==> src/rtl/ps2_rx_byte_if.sv <==
`default_nettype none
// ============================================================================
// Module   : ps2_rx_byte_if
// Brief    : PS/2 line inputs and received-byte outputs of ps2_rx_byte.
// Revision : 1.0
// ============================================================================
interface ps2_rx_byte_if;
  logic       ps2c;
  logic       ps2d;
  logic       rx_en;
  logic       rx_done_tick;
  logic [7:0] dout;
  logic       parity_err;
  logic       frame_err;
  logic       rx_timeout;

  modport master (
    input  ps2c, ps2d, rx_en,
    output rx_done_tick, dout, parity_err, frame_err, rx_timeout
  );

  modport slave (
    output ps2c, ps2d, rx_en,
    input  rx_done_tick, dout, parity_err, frame_err, rx_timeout
  );
endinterface
`default_nettype wire

==> src/rtl/ps2_rx_byte.sv <==
`default_nettype none
// ============================================================================
// Module   : ps2_rx_byte
// Brief    : PS/2 device-to-host receiver: sync, glitch filter, 11-bit deserialiser.
// Revision : 1.0
// ============================================================================
module ps2_rx_byte #(
  parameter int FILTER_LEN  = 8,
  parameter int TIMEOUT_CYC = 200000
) (
  input  logic           clk,
  input  logic           reset,
  ps2_rx_byte_if.master  bus
);

  localparam int             WD_W    = $clog2(TIMEOUT_CYC);
  localparam logic [WD_W-1:0] WD_LAST = WD_W'(TIMEOUT_CYC - 1);

  typedef enum logic [1:0] {
    IDLE = 2'd0,
    DPS  = 2'd1,
    LOAD = 2'd2
  } state_t;

  logic                  ps2c_meta_q, ps2c_sync_q, ps2d_meta_q, ps2d_sync_q;
  logic [FILTER_LEN-1:0] filter_q, filter_d;
  logic                  fclk_q, fclk_d;
  logic                  fall_edge;
  state_t                state_q, state_d;
  logic [3:0]            n_q, n_d;
  // The start bit is shifted out the bottom; only data, parity and stop are kept.
  logic [10:1]           b_q, b_d, b_shift;
  logic [WD_W-1:0]       wdog_q, wdog_d;
  logic [7:0]            dout_q, dout_d;
  logic                  parity_err_q, parity_err_d;
  logic                  frame_err_q, frame_err_d;
  logic                  rx_timeout_q, rx_timeout_d;
  logic                  done_tick;

  always_ff @(posedge clk or negedge reset) begin
    if (!reset) begin
      ps2c_meta_q  <= 1'b1;
      ps2c_sync_q  <= 1'b1;
      ps2d_meta_q  <= 1'b1;
      ps2d_sync_q  <= 1'b1;
      filter_q     <= '1;
      fclk_q       <= 1'b1;
      state_q      <= IDLE;
      n_q          <= 4'd0;
      b_q          <= '0;
      wdog_q       <= '0;
      dout_q       <= 8'h00;
      parity_err_q <= 1'b0;
      frame_err_q  <= 1'b0;
      rx_timeout_q <= 1'b0;
    end else begin
      ps2c_meta_q  <= bus.ps2c;
      ps2c_sync_q  <= ps2c_meta_q;
      ps2d_meta_q  <= bus.ps2d;
      ps2d_sync_q  <= ps2d_meta_q;
      filter_q     <= filter_d;
      fclk_q       <= fclk_d;
      state_q      <= state_d;
      n_q          <= n_d;
      b_q          <= b_d;
      wdog_q       <= wdog_d;
      dout_q       <= dout_d;
      parity_err_q <= parity_err_d;
      frame_err_q  <= frame_err_d;
      rx_timeout_q <= rx_timeout_d;
    end
  end

  always_comb begin
    filter_d     = {ps2c_sync_q, filter_q[FILTER_LEN-1:1]};
    fclk_d       = fclk_q;
    state_d      = state_q;
    n_d          = n_q;
    b_d          = b_q;
    wdog_d       = '0;
    dout_d       = dout_q;
    parity_err_d = parity_err_q;
    frame_err_d  = frame_err_q;
    rx_timeout_d = 1'b0;
    done_tick    = 1'b0;

    if (&filter_q) begin
      fclk_d = 1'b1;
    end else if (~|filter_q) begin
      fclk_d = 1'b0;
    end
    fall_edge = fclk_q & ~fclk_d;
    b_shift   = {ps2d_sync_q, b_q[10:2]};

    case (state_q)
      IDLE: begin
        if (fall_edge && bus.rx_en && !ps2d_sync_q) begin
          b_d     = b_shift;
          n_d     = 4'd9;
          state_d = DPS;
        end
      end
      DPS: begin
        if (fall_edge) begin
          b_d = b_shift;
          if (n_q == 4'd0) begin
            // Result is captured at the stop edge so it is already valid during the LOAD tick.
            state_d      = LOAD;
            dout_d       = b_shift[8:1];
            parity_err_d = ~(^b_shift[9:1]);
            frame_err_d  = ~b_shift[10];
          end else begin
            n_d = n_q - 4'd1;
          end
        end else if (wdog_q == WD_LAST) begin
          state_d      = IDLE;
          rx_timeout_d = 1'b1;
        end else begin
          wdog_d = wdog_q + WD_W'(1);
        end
      end
      LOAD: begin
        done_tick = 1'b1;
        state_d   = IDLE;
      end
      default: begin
        state_d = IDLE;
      end
    endcase
  end

  assign bus.rx_done_tick = done_tick;
  assign bus.dout         = dout_q;
  assign bus.parity_err   = parity_err_q;
  assign bus.frame_err    = frame_err_q;
  assign bus.rx_timeout   = rx_timeout_q;

endmodule
`default_nettype wire
==> src/flat_wrapper.sv <==
// flat-port wrapper written by rule: the top's interface ports become plain ports
module ps2_rx_byte_flat 
#(
  parameter int FILTER_LEN  = 8,
  parameter int TIMEOUT_CYC = 200000
)
  (clk, reset, bus_ps2c, bus_ps2d, bus_rx_en, bus_rx_done_tick, bus_dout, bus_parity_err, bus_frame_err, bus_rx_timeout);
  ps2_rx_byte_if bus_i ();
  input  logic clk;
  input  logic reset;
  input wire logic [$bits(bus_i.ps2c)-1:0] bus_ps2c;
  input wire logic [$bits(bus_i.ps2d)-1:0] bus_ps2d;
  input wire logic [$bits(bus_i.rx_en)-1:0] bus_rx_en;
  output wire logic [$bits(bus_i.rx_done_tick)-1:0] bus_rx_done_tick;
  output wire logic [$bits(bus_i.dout)-1:0] bus_dout;
  output wire logic [$bits(bus_i.parity_err)-1:0] bus_parity_err;
  output wire logic [$bits(bus_i.frame_err)-1:0] bus_frame_err;
  output wire logic [$bits(bus_i.rx_timeout)-1:0] bus_rx_timeout;
  assign bus_i.ps2c = bus_ps2c;
  assign bus_i.ps2d = bus_ps2d;
  assign bus_i.rx_en = bus_rx_en;
  assign bus_rx_done_tick = bus_i.rx_done_tick;
  assign bus_dout = bus_i.dout;
  assign bus_parity_err = bus_i.parity_err;
  assign bus_frame_err = bus_i.frame_err;
  assign bus_rx_timeout = bus_i.rx_timeout;
  ps2_rx_byte #(.FILTER_LEN(FILTER_LEN), .TIMEOUT_CYC(TIMEOUT_CYC)) u_core (.clk(clk), .reset(reset), .bus(bus_i));
endmodule
==> config.mk <==
export PLATFORM = sky130hd
export DESIGN_NAME = ps2_rx_byte_flat
export DESIGN_NICKNAME = d
export VERILOG_FILES = /design/src/rtl/ps2_rx_byte_if.sv /design/src/rtl/ps2_rx_byte.sv /design/src/flat_wrapper.sv
export SDC_FILE = /design/constraint.sdc
export NUM_CORES = 1
export LEC_CHECK = 0
export BUFFER_PORTS_ARGS = -buffer_cell sky130_fd_sc_hd__buf_2
export CAP_MARGIN = 0
export CELL_PAD_IN_SITES_DETAIL_PLACEMENT = 0
export CELL_PAD_IN_SITES_GLOBAL_PLACEMENT = 1
export CORE_AREA = 2 2 83 85
export CTS_BUF_LIST = sky130_fd_sc_hd__clkbuf_4 sky130_fd_sc_hd__clkbuf_8
export DETAILED_ROUTE_END_ITERATION = 10
export DIE_AREA = 0 0 85 87
export GPL_ROUTABILITY_DRIVEN = 1
export PLACE_DENSITY = 0.73
export SETUP_SLACK_MARGIN = 0.02
export SYNTH_ARGS = -nofsm -noshare
export SYNTH_HDL_FRONTEND = slang
export SYNTH_SLANG_ARGS = --single-unit
==> constraint.sdc <==
create_clock -name clk -period 1.75 [get_ports clk]
set_input_delay 0.0875 -clock clk [delete_from_list [all_inputs] [get_ports clk]]
set_output_delay 0.0875 -clock clk [all_outputs]
set_load 0.05 [all_outputs]
==> impl_metrics.tcl <==
set metrics [dict create \
    place_congestion 0.802 \
    r2r_slack_ps -20 \
    worst_setup_path_start_kind "flop" \
    place_hpwl_um 2980 \
    synthTopCellsByCount "dfrtp_1 (44), nor2_1 (16), dfstp_2 (13), xnor2_1 (12)" \
    skew_ps 11.2 \
    dieHeight_um 87 \
    cp_cell_sequence "inv_1, ha_1, or3b_4, nor3_4, buf_12, mux2_2" \
    critPathBufInv 2 \
    crit_slowest_cell "or3b_4" \
    rsz0062_at_grt "true" \
    viasPerCell 4.95 \
    initial_utilization_pct 38.4 \
    filler_cell_count 601 \
    final_util_pct 48.0 \
    synth_edf_count 0 \
    routed.top_layer "met4" \
    vdd_drop_max_uv 630 \
    yosysMostFrequentCell "dfrtp_1" \
    fin_crit_sh_pct 101 \
    nets 260 \
    finalSetupViolCount 1 \
    cp-end-kind "flop" \
    hold_viol 0 \
    critPathTopFamily "simple AND/OR/NAND/NOR gates" \
    reg2reg_depth 6 \
    status "finished with violations" \
    synth_warnings 0 \
    wl_per_cell_um 13.2 \
    failed_checks "setup timing" \
    htreeDepth 3 \
    dpl_cell_area_sq_um 2870 \
    hp-class "in -> async" \
    synth_cells 205 \
    r2r_start "u_core.n_q[0]" \
    period_minus_slack_ps 1770 \
    drive_above_1_share_pct 39.8 \
    vias 1664 \
    worst_skew_pair.late_latency_ps 320 \
    arrival_ps 1980 \
    stdcell_count 336 \
    drc 0 \
    reg2reg_to "u_core.bus.dout[6]" \
    syn_area_per_cell_sq_um 12.3 \
    synth_top_area_cell "dfrtp_1" \
    path_depth 6 \
    cts_tree "done" \
    syn_area_sq_um 2520 \
    clock-root-buffer "clkbuf_8" \
    clk_pin_slew_ps 70 \
    port_buffers 16 \
    dp_cells 317 \
    synth_flop_cell "dfrtp_1" \
    antenna_left 0 \
    crit_fanout 10 \
    area_delta_synth_final_pct 25.1 \
    grt-ovfl-total 0 \
    slew_violations 0 \
    synthArstFlopShare_pct 100 \
    synth_nets 213 \
    rows 30 \
    first_iter_violations 45 \
    grt_max_degree 58 \
    tightest_slew_ps 376 \
    ys_ff_latch 57 \
    groute.usage.overall_pct 13.7 \
    synth.top_cell.area_share_pct 43.7 \
    grt_pass1_wl_um 7840 \
    cp_slowest_stage_delay_ps 400 \
    cts-buffers-inserted 9 \
    synth.distinct_cells 45 \
    cap_viol_max_count 0 \
    timing.fmax_ghz 0.566 \
    crit_type "reg -> reg" \
    met1_length_um 2130 \
    die_area_sq_um 7400 \
    power.density_nw_per_um2 975 \
    ios 17 \
    design.core.area_sq_um 6570 \
    ys_seq_area_share_pct 57.2 \
    drtPass1Iterations 4 \
    synthTopCellsByArea "dfrtp_1 (44%), dfstp_2 (14%), mux2_4 (4.8%), mux2_2 (4.5%), xnor2_1 (4.2%)" \
    diodes 0 \
    cts_num_sinks 57 \
    grt_pass1_vias 1723 \
    slew-limit-headroom_pct 74.8 \
    antenna_found_initial 0 \
    route.met2.wl_um 2110 \
    p_leak_nw 1.40 \
    die_w_um 85 \
    required_ps 1960 \
    wirelength_um 4450 \
    final_area_sq_um 3150 \
    wl_met3_um 151 \
    clockBufferDepth 2 \
    setup_ws_ps -16.9 \
]
[how the worst max path moves through the flow]
stage                   from                 end  slack [ps]
2_1_floorplan  u_core.n_q[0]  u_core.bus.dout[0]         -70
3_3_place_gp   u_core.n_q[0]  u_core.bus.dout[6]         -60
3_5_place_dp   u_core.n_q[0]  u_core.bus.dout[6]        -100
4_1_cts        u_core.n_q[0]  u_core.bus.dout[6]        -100
5_1_grt        u_core.n_q[0]  u_core.bus.dout[6]        -130
6_report       u_core.n_q[0]  u_core.bus.dout[6]         -20
[per-stage QoR]
stage | power [mW] | setup TNS (ps) | setup slack (ps) | hold WS, ps
2_1_floorplan | 1.75 | -559 | -69.8 | -208
4_1_cts | 3.12 | -650 | -101 | 295
5_1_grt | 3.25 | -859 | -125 | 323
3_5_place_dp | 1.89 | -610 | -96.7 | 112
6_report | 3.07 | -16.9 | -16.9 | 294
3_3_place_gp | 1.88 | -310 | -64.1 | 111
[final cells by class]
class / instances / area (sq um) / area share [%]
Tap cell: 80 / 100 / 3.18
Sequential cell: 57 / 1450 / 45.9
Clock inverter: 5 / 56.3 / 1.79
Timing Repair Buffer: 40 / 305 / 9.69
Clock buffer: 10 / 138 / 4.37
Inverter: 10 / 37.5 / 1.19
Multi-Input combinational cell: 134 / 1070 / 33.9
[power breakdown]
| group | switching, mW | internal, mW |
|---|---|---|
| clock network | 0.509 | 0.685 |
| registers | 0.102 | 1.43 |
| logic | 0.179 | 0.165 |
[state kept, by name, indices dropped and copies added (netlist names)]
| name | flops |
|---|---|
| u_core.bus.rx_timeout | 1 |
| u_core.ps2c_meta_q | 1 |
| u_core.b_q | 9 |
| u_core.ps2c_sync_q | 1 |
| u_core.fclk_q | 1 |
| u_core.ps2d_meta_q | 1 |
| u_core.bus.dout | 8 |
| u_core.n_q | 4 |
| u_core.state_q | 2 |
| u_core.bus.frame_err | 1 |
| u_core.ps2d_sync_q | 1 |
| u_core.bus.parity_err | 1 |
| u_core.wdog_q | 18 |
| u_core.filter_q | 8 |
[kinds of logic (layout without fill, tap and decap cells)]
family	Yosys count	after routing	share of synthesized area, %
AND/OR/NAND/NOR	70	70	16.5
flip-flops	57	57	57.2
AO/OA/AOI/OAI	24	24	5.86
multiplexers	19	19	9.63
XOR/XNOR	18	18	6.80
buffers and inverters	14	65	2.43
adder cells (fa/ha/maj)	3	3	1.49
[per-layer routing]
| layer | vias up | global-route usage [%] |
|---|---|---|
| li1 | 817 | - |
| met1 | 821 | 17.5 |
| met2 | 22 | 20.7 |
| met3 | 4 | 5.02 |
| met4 | 0 | 6.20 |
| met5 | - | 0 |
[worst min-delay path: stages]
cell	delay, ps
dlygate4sd3_1	520
buf_2	120
buf_12	270
[timing repair]
item / CTS / global route
hold buffers: 3 / 0
pin swaps: 0 / 1
resized for setup: 1 / 9
hold endpoints to repair: 46 / 0
endpoints found under the setup margin: 19 / 24
buffers inserted: 0 / 1
[cell usage in the layout, fill, tap and decap left out, types with 2 or more instances in the layout]
master / count
xnor2_1: 12
mux2_4: 8
nand3_1: 6
nor2_1: 16
a21oi_1: 6
or4b_1: 2
dfstp_2: 13
ha_1: 3
dlygate4sd3_1: 3
nand3_2: 2
nand2_1: 10
nor4_4: 2
buf_4: 18
and3_2: 3
buf_2: 16
o21ai_0: 9
nor2b_1: 2
xor2_1: 5
inv_1: 10
nand4_1: 7
or3_1: 2
nor3_1: 5
clkinv_2: 2
dfrtp_1: 42
dfrtp_2: 2
buf_12: 3
nor4_1: 2
clkbuf_8: 10
mux2_2: 10
Power figures use the tool's default switching activity.
